## config.mk

```make
export PLATFORM = sky130hd
export DESIGN_NAME = delay_tap_scheduler
export DESIGN_NICKNAME = d
export VERILOG_FILES = /design/src/rtl/delay_tap_scheduler.sv
export SDC_FILE = /design/constraint.sdc
export NUM_CORES = 1
export LEC_CHECK = 0
export BUFFER_PORTS_ARGS = -buffer_cell sky130_fd_sc_hd__buf_2
export CORE_AREA = 2 2 189 191
export CTS_CLUSTER_DIAMETER = 50
export DETAILED_ROUTE_END_ITERATION = 16
export DIE_AREA = 0 0 191 193
export PLACE_DENSITY_LB_ADDON = 0.3
export SYNTH_ARGS = -nofsm -noshare
export SYNTH_HDL_FRONTEND = slang
export SYNTH_SLANG_ARGS = --single-unit
```

## constraint.sdc

```tcl
create_clock -name clk_i -period 20.7 [get_ports clk_i]
set_input_delay 2.07 -clock clk_i [delete_from_list [all_inputs] [get_ports clk_i]]
set_output_delay 2.07 -clock clk_i [all_outputs]
set_load 0.005 [all_outputs]
```

## src/rtl/delay_tap_scheduler.sv

```systemverilog
`default_nettype none
// ============================================================================
// Module   : delay_tap_scheduler
// Purpose  : Time-multiplexes NTAPS delay-line reflections through a single
//            RAM read port and a single gain multiplier. Each sample tick
//            starts one pass: every tap is read, scaled by its level and
//            summed. The saturated sum is presented on mix_o.
// Ports    : clk_i            - system clock
//            srst_i           - synchronous reset, active-high
//            sample_tick_i    - one-cycle pulse per audio sample, starts a pass
//            wr_addr_i        - current delay-line write pointer
//            tap_delay_i      - per-tap delay, tap k at [k*AWIDTH +: AWIDTH], 0 = off
//            tap_level_i      - per-tap gain, unsigned 8 bit, 255 ~ x1.0
//            rd_en_o/rd_addr_o- RAM read strobe and address
//            rd_data_i        - RAM data, valid RD_LATENCY cycles after rd_en_o
//            mix_o            - saturated mix, held between passes
//            mix_valid_o      - one-cycle pulse when mix_o updates
//            busy_o           - high while a pass is in progress
//            overrun_o        - sticky: tick arrived while busy
//            unmute_trigger_o - per-tap pulse when a tap delay changed
// Options  : DELAY_TAP_SCHEDULER_UNMUTE_EN - when defined, a tap whose delay
//            changed restarts from gain 0 and ramps up by 1 per pass
//            (effective gain = min(ramp, level)) to hide the delay jump.
// Revision : 1.0 - initial release
// ============================================================================
module delay_tap_scheduler #(
    parameter int DWIDTH     = 16,
    parameter int AWIDTH     = 15,
    parameter int NTAPS      = 4,
    parameter int RD_LATENCY = 2
) (
    input  logic                    clk_i,
    input  logic                    srst_i,
    input  logic                    sample_tick_i,
    input  logic [AWIDTH-1:0]       wr_addr_i,
    input  logic [NTAPS*AWIDTH-1:0] tap_delay_i,
    input  logic [NTAPS*8-1:0]      tap_level_i,
    output logic                    rd_en_o,
    output logic [AWIDTH-1:0]       rd_addr_o,
    input  logic [DWIDTH-1:0]       rd_data_i,
    output logic [DWIDTH-1:0]       mix_o,
    output logic                    mix_valid_o,
    output logic                    busy_o,
    output logic                    overrun_o,
    output logic [NTAPS-1:0]        unmute_trigger_o
);

    localparam int c_IW   = (NTAPS > 1) ? $clog2(NTAPS) : 1;
    localparam int c_ACCW = DWIDTH + 4;
    localparam int c_PW   = DWIDTH + 9;
    localparam logic [c_IW-1:0]         c_LAST_IDX   = c_IW'(NTAPS - 1);
    localparam logic [2:0]              c_DRAIN_LAST = 3'(RD_LATENCY - 1);
    localparam logic signed [c_ACCW-1:0] c_SAT_MAX   = c_ACCW'((1 << (DWIDTH - 1)) - 1);
    localparam logic signed [c_ACCW-1:0] c_SAT_MIN   = ~c_SAT_MAX;

    typedef enum logic [1:0] {
        S_IDLE  = 2'd0,
        S_ISSUE = 2'd1,
        S_DRAIN = 2'd2,
        S_DONE  = 2'd3
    } state_t;

    state_t                    r_state;
    logic [c_IW-1:0]           r_idx;
    logic [c_IW-1:0]           w_next_idx;
    logic [2:0]                r_drain_cnt;
    logic [AWIDTH-1:0]         r_wr_addr;
    logic [AWIDTH-1:0]         r_delay [NTAPS];
    logic [7:0]                r_gain  [NTAPS];
    logic [AWIDTH-1:0]         w_in_delay [NTAPS];
    logic [7:0]                w_in_level [NTAPS];
    logic [7:0]                w_entry_gain [NTAPS];
    logic                      w_start;

    logic                      r_rd_en;
    logic [AWIDTH-1:0]         r_rd_addr;
    logic [7:0]                r_iss_gain;
    logic [RD_LATENCY-1:0]     r_tag_vld;
    logic [7:0]                r_tag_gain [RD_LATENCY];

    logic signed [c_PW-1:0]    w_data_x;
    logic signed [c_PW-1:0]    w_gain_x;
    logic signed [c_PW-1:0]    w_prod;
    logic signed [c_ACCW-1:0]  w_term;
    logic signed [c_ACCW-1:0]  w_acc_next;
    logic signed [c_ACCW-1:0]  r_acc;
    logic [DWIDTH-1:0]         w_mix_sat;
    logic [DWIDTH-1:0]         r_mix;
    logic                      r_mix_valid;
    logic                      r_busy;
    logic                      r_overrun;

    generate
        for (genvar k = 0; k < NTAPS; k++) begin : g_unpack
            assign w_in_delay[k] = tap_delay_i[k*AWIDTH +: AWIDTH];
            assign w_in_level[k] = tap_level_i[k*8 +: 8];
        end
    endgenerate

    assign w_start    = (r_state == S_IDLE) && sample_tick_i;
    assign w_next_idx = r_idx + 1'b1;

`ifdef DELAY_TAP_SCHEDULER_UNMUTE_EN
    // r_delay still holds the previous pass's delays when w_start is seen,
    // so it doubles as the change-detection reference.
    logic [7:0]       r_ramp      [NTAPS];
    logic [7:0]       w_ramp_next [NTAPS];
    logic [NTAPS-1:0] w_delay_chg;
    logic [NTAPS-1:0] r_unmute;

    generate
        for (genvar k = 0; k < NTAPS; k++) begin : g_ramp
            assign w_delay_chg[k]  = (w_in_delay[k] != r_delay[k]);
            assign w_ramp_next[k]  = w_delay_chg[k]        ? 8'd0 :
                                     (r_ramp[k] == 8'hFF)  ? 8'hFF :
                                                             r_ramp[k] + 8'd1;
            assign w_entry_gain[k] = (w_ramp_next[k] < w_in_level[k]) ? w_ramp_next[k]
                                                                      : w_in_level[k];
        end
    endgenerate

    always_ff @(posedge clk_i) begin
        if (srst_i) begin
            r_unmute <= '0;
            for (int k = 0; k < NTAPS; k++) begin
                r_ramp[k] <= 8'd0;
            end
        end else begin
            r_unmute <= w_start ? w_delay_chg : '0;
            if (w_start) begin
                for (int k = 0; k < NTAPS; k++) begin
                    r_ramp[k] <= w_ramp_next[k];
                end
            end
        end
    end

    assign unmute_trigger_o = r_unmute;
`else
    generate
        for (genvar k = 0; k < NTAPS; k++) begin : g_gain
            assign w_entry_gain[k] = w_in_level[k];
        end
    endgenerate

    assign unmute_trigger_o = '0;
`endif

    // Signed sample times non-negative 9-bit gain, then /256 (arithmetic).
    assign w_data_x   = c_PW'($signed(rd_data_i));
    assign w_gain_x   = c_PW'({1'b0, r_tag_gain[RD_LATENCY-1]});
    assign w_prod     = w_data_x * w_gain_x;
    assign w_term     = c_ACCW'(w_prod >>> 8);
    // Read data is only trusted when its tag marks a real read.
    assign w_acc_next = r_acc + (r_tag_vld[RD_LATENCY-1] ? w_term : '0);

    assign w_mix_sat  = (w_acc_next > c_SAT_MAX) ? DWIDTH'(c_SAT_MAX) :
                        (w_acc_next < c_SAT_MIN) ? DWIDTH'(c_SAT_MIN) :
                                                   w_acc_next[DWIDTH-1:0];

    always_ff @(posedge clk_i) begin
        if (srst_i) begin
            r_state     <= S_IDLE;
            r_idx       <= '0;
            r_drain_cnt <= '0;
            r_wr_addr   <= '0;
            r_rd_en     <= 1'b0;
            r_rd_addr   <= '0;
            r_iss_gain  <= 8'd0;
            r_tag_vld   <= '0;
            r_acc       <= '0;
            r_mix       <= '0;
            r_mix_valid <= 1'b0;
            r_busy      <= 1'b0;
            r_overrun   <= 1'b0;
            for (int k = 0; k < NTAPS; k++) begin
                r_delay[k] <= '0;
                r_gain[k]  <= 8'd0;
            end
            for (int i = 0; i < RD_LATENCY; i++) begin
                r_tag_gain[i] <= 8'd0;
            end
        end else begin
            r_mix_valid <= 1'b0;

            // Tag pipeline: stage 0 mirrors the read issued last cycle.
            r_tag_vld[0]  <= r_rd_en;
            r_tag_gain[0] <= r_iss_gain;
            for (int i = 1; i < RD_LATENCY; i++) begin
                r_tag_vld[i]  <= r_tag_vld[i-1];
                r_tag_gain[i] <= r_tag_gain[i-1];
            end

            // r_busy covers ISSUE through DONE, so a DONE-cycle tick counts too.
            if (sample_tick_i && r_busy) begin
                r_overrun <= 1'b1;
            end

            case (r_state)
                S_IDLE: begin
                    if (sample_tick_i) begin
                        r_state   <= S_ISSUE;
                        r_busy    <= 1'b1;
                        r_idx     <= '0;
                        r_acc     <= '0;
                        r_wr_addr <= wr_addr_i;
                        for (int k = 0; k < NTAPS; k++) begin
                            r_delay[k] <= w_in_delay[k];
                            r_gain[k]  <= w_entry_gain[k];
                        end
                        // Tap 0 is issued straight from the inputs so the
                        // first read appears in the first busy cycle.
                        r_rd_en    <= |w_in_delay[0];
                        r_rd_addr  <= wr_addr_i - w_in_delay[0];
                        r_iss_gain <= w_entry_gain[0];
                    end
                end
                S_ISSUE: begin
                    r_acc <= w_acc_next;
                    if (r_idx == c_LAST_IDX) begin
                        r_state     <= S_DRAIN;
                        r_drain_cnt <= '0;
                        r_rd_en     <= 1'b0;
                    end else begin
                        r_idx      <= w_next_idx;
                        r_rd_en    <= |r_delay[w_next_idx];
                        r_rd_addr  <= r_wr_addr - r_delay[w_next_idx];
                        r_iss_gain <= r_gain[w_next_idx];
                    end
                end
                S_DRAIN: begin
                    r_acc <= w_acc_next;
                    if (r_drain_cnt == c_DRAIN_LAST) begin
                        // The last return is folded in here, not via r_acc.
                        r_state     <= S_DONE;
                        r_mix       <= w_mix_sat;
                        r_mix_valid <= 1'b1;
                    end else begin
                        r_drain_cnt <= r_drain_cnt + 3'd1;
                    end
                end
                S_DONE: begin
                    r_state <= S_IDLE;
                    r_busy  <= 1'b0;
                end
                default: begin
                    r_state <= S_IDLE;
                end
            endcase
        end
    end

    assign rd_en_o     = r_rd_en;
    assign rd_addr_o   = r_rd_addr;
    assign mix_o       = r_mix;
    assign mix_valid_o = r_mix_valid;
    assign busy_o      = r_busy;
    assign overrun_o   = r_overrun;

endmodule
`default_nettype wire

```

==> key figures, run 1 <==
Run status
  – Outcome: finished clean

Synthesis
  – Sequential share of the synthesized area: 0.326
  – Top cells by area, synth: edfxtp_1 19%, fa_1 14%, dfxtp_1 14%
  – Top-area cell type share of the netlist area: 0.187
  – Area leader, netlist: edfxtp_1
  – Commonest register cell after synthesis: dfxtp_1
  – Seq cells post-synth: 195
  – Top-count cell post-synth: inv_1
  – Most frequent cells after synthesis: 201 x inv_1, 155 x and2_1, 104 x fa_1
  – Post-synth EDFFs: 92
  – Synth Warn #: 0
  – Cell count after synthesis: 1515
  – Post-synthesis cell type count: 77
  – Syn avg cell area: 9.76 µm²
  – Cell area after synthesis: 14800 µm²
  – Ys async rst share: 0

Timing
  – RSZ-0062 raised after global routing: no
  – Final Max Tran Viols: 0
  – F_max: 113 MHz
  – Minimum clock period: 8.88 ns
  – Measured slew at the worst slew-check pin: 1.14 ns
  – Fin crit share: 0.429
  – Setup TNS: 0 ns
  – Final Skew: 0.0230 ns
  – Final Hold Viols: 0
  – Setup-failing EPs final: 0
  – Max_slew headroom: 0.239

Clock tree
  – Cts hold-fix bufs: 0
  – # resized after CTS: 0
  – Cts bufs inserted: 17
  – Root Buffer: clkbuf_16
  – Clock Latency Late Sink: 0.45 ns
  – CTS tree: done
  – Post-CTS Repair Setup Buffers: 0
  – Reg clk slew, reported paths: 0.08 ns
  – CTS sink count: 195
  – Clock Path Buffers: 2
  – H-tree depth: 4

Drt
  – First DRT Iteration DRCs: 514
  – DRC Markers: 0
  – Avg WL per Cell: 16.1 µm
  – Drt via density: 5.24
  – Number of iterations in the first detailed-routing pass: 5
  – Final WL: 34.2 mm
  – Final ANT Viol Nets: 0
  – Total number of vias: 11100

Global route
  – Total track usage: 0.189
  – Initial antenna violation count: 1
  – Largest net degree at the start of global routing: 95
  – Vias in the first global route: 11000
  – First-pass GRT wire length: 55.4 mm
  – GRT Residual Overflow: 0

Placed design
  – Post-detail-place hpwl: 26.6 mm
  – Port bufs: 160
  – Placed cells: 2087
  – GPL Wtd Cong: 0.911

Min path
  – Hold Path Origin: r_tag_gain[0][1]
  – Hold WC Path Type: reg -> reg
  – WHS Path Cells: 1
  – Worst Hold End: r_tag_gain[0][9]

Die
  – Number of I/O pins: 165
  – Die ar.: 36900 µm²
  – Die Wd: 191 µm
  – Initial core utilization: 0.423
  – Die height: 193 µm
  – Core Region: 35000 µm²
  – Core Rows: 69

Worst setup path
  – WP data arrival: 9.18 ns
  – Crit Path Category: in -> reg
  – Crit path required time: 21.00 ns
  – Critical path peak fanout: 15
  – R2r startpoint: r_tag_gain[0][9]
  – Worst reg2reg path endpoint: mix_o[9]
  – R2r worst-path depth: 26
  – Worst Setup End Kind: register
  – Reg2Reg Setup Slack: 12.72 ns
  – CP startpoint kind: input pin

Final layout
  – Final net count: 1975
  – Antenna Diode Count: 0
  – Layout cells sized above 1: 0.160
  – P&R area growth vs syn: 12.3%
  – Fin cells: 2119

Pwr
  – Power Density: 93.5 nW/µm²
  – VDD IR-drop max: 0.0000813 V
  – Leak pwr: 0.00764 µW

Flow run
  – Max Cap Violations: 0
-- routing by layer --
| layer | part of all wire | track usage | up-vias |
|---|---|---|---|
| met3 | 0.043 | 0.0259 | 43 |
| met2 | 0.49 | 0.326 | 278 |
| met4 | 0.014 | 0.0444 | 2 |
| met1 | 0.45 | 0.253 | 5387 |
| li1 | - | - | 5401 |
| met5 | 0.00047 | 0 | - |
-- power by group --
group	total [µW]	internal (µW)	switching, µW	leakage [µW]
registers	546	499	47.0	0.00184
clock network	336	169	167	0.000293
logic	670	272	398	0.00551
total	1550	941	612	0.00764
-- stage by stage --
stage	util	cell area, µm²	power, µW	setup slack (ns)	hold slack, ns
detailed placement	0.457	16000	1230	11.40	0.423
global placement	0.457	16000	1210	11.47	0.423
CTS	0.475	16600	1570	11.86	0.442
finish	0.475	16600	1550	11.82	0.435
floorplan	-	14800	1040	12.07	0.414
global route	0.475	16600	1670	11.39	0.457
-- layout make-up --
cell class	instances	area [µm²]
Multi-Input combinational cell	1060	8960
Timing Repair Buffer	170	876
Fill cell	3343	18400
Clock buffer	19	453
Tap cell	461	577
Inverter	201	756
Clock inverter	13	155
Sequential cell	195	4830
-- worst max path at each step --
stage,start,endpoint,slack [ns],cells after the start
6_report,rd_data_i[8],mix_o[9],11.82,26
5_1_grt,rd_data_i[5],mix_o[8],11.39,29
3_3_place_gp,rd_data_i[8],mix_o[7],11.47,27
3_5_place_dp,rd_data_i[8],mix_o[10],11.40,27
2_1_floorplan,rd_data_i[8],mix_o[0],12.07,27
4_1_cts,rd_data_i[8],mix_o[9],11.86,26
-- registers in the layout (all words and copies together), names as in the netlist --
register     cells
overrun_o        1
r_iss_gain       8
rd_addr_o       15
r_state          2
r_idx            2
rd_en_o          1
r_gain          32
mix_valid_o      1
r_drain_cnt      3
r_wr_addr       15
mix_o           16
r_acc           20
r_tag_vld        2
r_tag_gain      16
r_delay         60
busy_o           1
-- worst max-delay path, cell delays in order --
cell and delay, ns:
buf_2 0.14, and2_1 0.18, fa_1 0.55, fa_1 0.44, fa_1 0.56, inv_1 0.06
fa_1 0.52, inv_1 0.04, ha_1 0.33, a21o_1 0.19, a21o_1 0.17, a211o_1 0.32
o21a_1 0.22, o21a_1 0.24, o211ai_1 0.23, nand2_1 0.10, o311ai_0 0.43, ha_1 0.38
and4_1 0.18, a21oi_1 0.18, o211ai_2 0.13, a21o_2 0.26, a211oi_1 0.39, nand4_1 0.23
a21oi_4 0.51, a21oi_1 0.13
-- layout by cell type (no fill, tap or decap), drive strengths merged, types with 11 or more instances in the layout --
master,instances
o211ai,15
a22o,13
and2,155
a21oi,70
ha,100
xnor2,29
nand3,29
buf,170
xor2,11
a211oi,19
nor2b,26
clkbuf,19
inv,207
dfxtp,103
mux4,23
nand2,103
fa,104
a22oi,18
mux2i,17
nor2,80
o21ai,66
nand2b,11
nor3,46
a21o,19
edfxtp,92
-- kinds of logic (layout without fill, tap and decap cells) --
kind of cell | Yosys count | count (layout) | synth area share
XOR/XNOR | 40 | 40 | 0.0250
other | 1 | 4 | 0.000254
adder cells (fa/ha/maj) | 204 | 204 | 0.225
buffers and inverters | 263 | 403 | 0.0695
AND/OR/NAND/NOR | 493 | 493 | 0.173
flip-flops | 195 | 195 | 0.326
multiplexers | 41 | 41 | 0.0473
AO/OA/AOI/OAI | 278 | 278 | 0.133
No activity file was read; power rests on OpenSTA's default activity.
==> run 2, diff against run 1 <==
==> constraint.sdc (replaced) <==
create_clock -name clk_i -period 8.5 [get_ports clk_i]
set_input_delay 0.85 -clock clk_i [delete_from_list [all_inputs] [get_ports clk_i]]
set_output_delay 0.85 -clock clk_i [all_outputs]
set_load 0.005 [all_outputs]
==> key figures, run 2 (same netlist as run 1, synthesis figures left out) <==
Run status
  – Outcome: finished clean

Drt
  – Total number of vias: 11100 (+0.14%)
  – Number of iterations in the first detailed-routing pass: 4 (-1)
  – Avg WL per Cell: 16.4 µm (+1.4%)
  – Final ANT Viol Nets: 0 (unchanged)
  – DRC Markers: 0 (unchanged)
  – Final WL: 34.7 mm (+1.4%)
  – First DRT Iteration DRCs: 551 (+7.2%)
  – Drt via density: 5.25 (about the same)

Final layout
  – Antenna Diode Count: 0 (unchanged)
  – Max reg flops: 60 (unchanged)
  – Fin util: 0.475 (about the same)
  – Most frequent cells in the layout: 200 x inv_1, 160 x buf_2, 155 x and2_1
  – Leading registers by flop count: r_delay: 60 flops, r_gain: 32 flops, r_acc: 20 flops
  – Layout cells sized above 1: 0.160 (+0.000506)
  – Most common cell after layout, fill and taps aside: inv_1
  – Final net count: 1976 (+0.051%)
  – Largest Register: r_delay
  – P&R area growth vs syn: 12.2% (about the same)

Clock tree
  – Post-CTS Repair Setup Buffers: 0 (unchanged)
  – Clock Latency Late Sink: 0.45 ns (about the same)
  – Cts hold-fix bufs: 0 (unchanged)
  – H-tree depth: 4 (unchanged)
  – CTS tree: done
  – CTS sink count: 195 (unchanged)
  – Reg clk slew, reported paths: 0.07 ns (about the same)
  – # resized after CTS: 0 (unchanged)
  – Cts bufs inserted: 17 (unchanged)
  – Root Buffer: clkbuf_16
  – Clock Path Buffers: 2 (unchanged)

Worst setup path
  – WP data arrival: 8.19 ns (-0.99 ns)
  – Crit Path Category: reg -> reg
  – Worst reg2reg path endpoint: mix_o[7]
  – R2r startpoint: r_tag_gain[0][11]
  – Critical path peak fanout: 16 (+1)
  – Reg2Reg Setup Slack: 0.61 ns (-12.11 ns)
  – R2r worst-path depth: 25 (-3.8%)
  – CP startpoint kind: register
  – Worst Setup End Kind: register
  – Crit path required time: 8.80 ns (-12.20 ns)

Die
  – Core Rows: 69 (unchanged)
  – Initial core utilization: 0.423 (unchanged)
  – Number of I/O pins: 165 (unchanged)
  – Die height: 193 µm (unchanged)
  – Core Region: 35000 µm² (unchanged)
  – Die ar.: 36900 µm² (unchanged)
  – Die Wd: 191 µm (unchanged)

Global route
  – First-pass GRT wire length: 56.3 mm (+1.7%)
  – Total track usage: 0.193 (+0.00397)
  – Initial antenna violation count: 0 (-1)
  – Vias in the first global route: 11200 (+1.6%)
  – Largest net degree at the start of global routing: 95 (unchanged)
  – GRT Residual Overflow: 0 (unchanged)

Timing
  – Final Hold Viols: 0 (unchanged)
  – Fin crit share: 0.928
  – Final Skew: 0.0245 ns (+0.00154 ns)
  – Max_slew headroom: 0.240 (about the same)
  – Minimum clock period: 7.89 ns
  – RSZ-0062 raised after global routing: no
  – Setup slack after layout: 0.610 ns (-11.21 ns)
  – Measured slew at the worst slew-check pin: 1.14 ns (-0.000296 ns)
  – F_max: 127 MHz
  – Setup TNS: 0 ns (unchanged)
  – Final Max Tran Viols: 0 (unchanged)
  – Setup-failing EPs final: 0 (unchanged)

Pwr
  – Tot Pwr: 3770 µW (+140%)
  – Leak pwr: 0.00765 µW (about the same)
  – VDD IR-drop max: 0.000176 V (+120%)
  – Power Density: 227 nW/µm² (+140%)

Placed design
  – GPL Wtd Cong: 0.911 (about the same)
  – Post-detail-place hpwl: 27.0 mm (+1.6%)
  – Port bufs: 160 (unchanged)
  – Worst Setup Slack post-DPL: 0.381 ns (-11.01 ns)

Flow run
  – Max Cap Violations: 0 (unchanged)

Min path
  – WHS Path Cells: 1 (unchanged)
  – Worst Hold End: r_tag_gain[0][11]
  – Hold WC Path Type: reg -> reg
  – Hold Path Origin: r_tag_gain[0][3]
==> run 2: routing by layer <==
| metal | share of wire | global-route usage | vias up |
|---|---|---|---|
| li1 | - | - | 5403 |
| met1 | 0.44 | 0.254 | 5385 |
| met2 | 0.49 | 0.327 | 288 |
| met3 | 0.047 | 0.0299 | 50 |
| met4 | 0.023 | 0.0620 | 0 |
| met5 | 0 | 0 | - |
==> run 2: worst max-delay path by stage <==
stage / startpoint / end / depth (start not counted)
floorplan: rd_data_i[8] / mix_o[0] / 27
global placement: rd_data_i[8] / mix_o[7] / 27
detailed placement: rd_data_i[8] / mix_o[10] / 26
CTS: r_tag_gain[0][10] / mix_o[9] / 26
global route: r_tag_gain[0][8] / mix_o[8] / 27
finish: r_tag_gain[0][11] / mix_o[7] / 25
==> run 2: per-stage QoR <==
step / instances / hold WS, ns / cell area (µm²)
floorplan: 1518 / 0.414 / 14800
global placement: 2088 / 0.423 / 16000
detailed placement: 2088 / 0.422 / 16000
CTS: 2120 / 0.441 / 16600
global route: 2120 / 0.456 / 16600
finish: 2120 / 0.440 / 16600
==> run 2: where the power goes <==
group / total [µW] / switching (µW) / internal, µW / leakage, µW
registers: 1330 / 114 / 1220 / 0.00184
clock network: 804 / 396 / 409 / 0.000293
logic: 1640 / 972 / 665 / 0.00552
==> run 2: worst max-delay path, cell delays in order, from the launching register on <==
cell	delay, ns
dfxtp_1	0.78
and2_1	0.25
fa_1	0.43
fa_1	0.47
fa_1	0.57
inv_1	0.06
fa_1	0.53
inv_1	0.04
ha_1	0.33
a21o_1	0.19
a21o_1	0.17
a211o_1	0.32
o21a_1	0.22
o21a_1	0.24
o21a_1	0.21
o21a_1	0.17
nor3_1	0.17
ha_1	0.32
a21o_1	0.20
a211o_1	0.34
o31ai_4	0.33
o211ai_1	0.16
a311oi_2	0.39
nand4_1	0.22
a21oi_4	0.51
a21oi_1	0.13
==> run 2: area by class of cell <==
type	instances	area [µm²]
clock buffer	20	457
clock inverter	12	135
fill	3371	18400
inverter	201	756
multi-input combinational	1060	8960
sequential	195	4830
tap	461	577
timing repair buffer	171	883
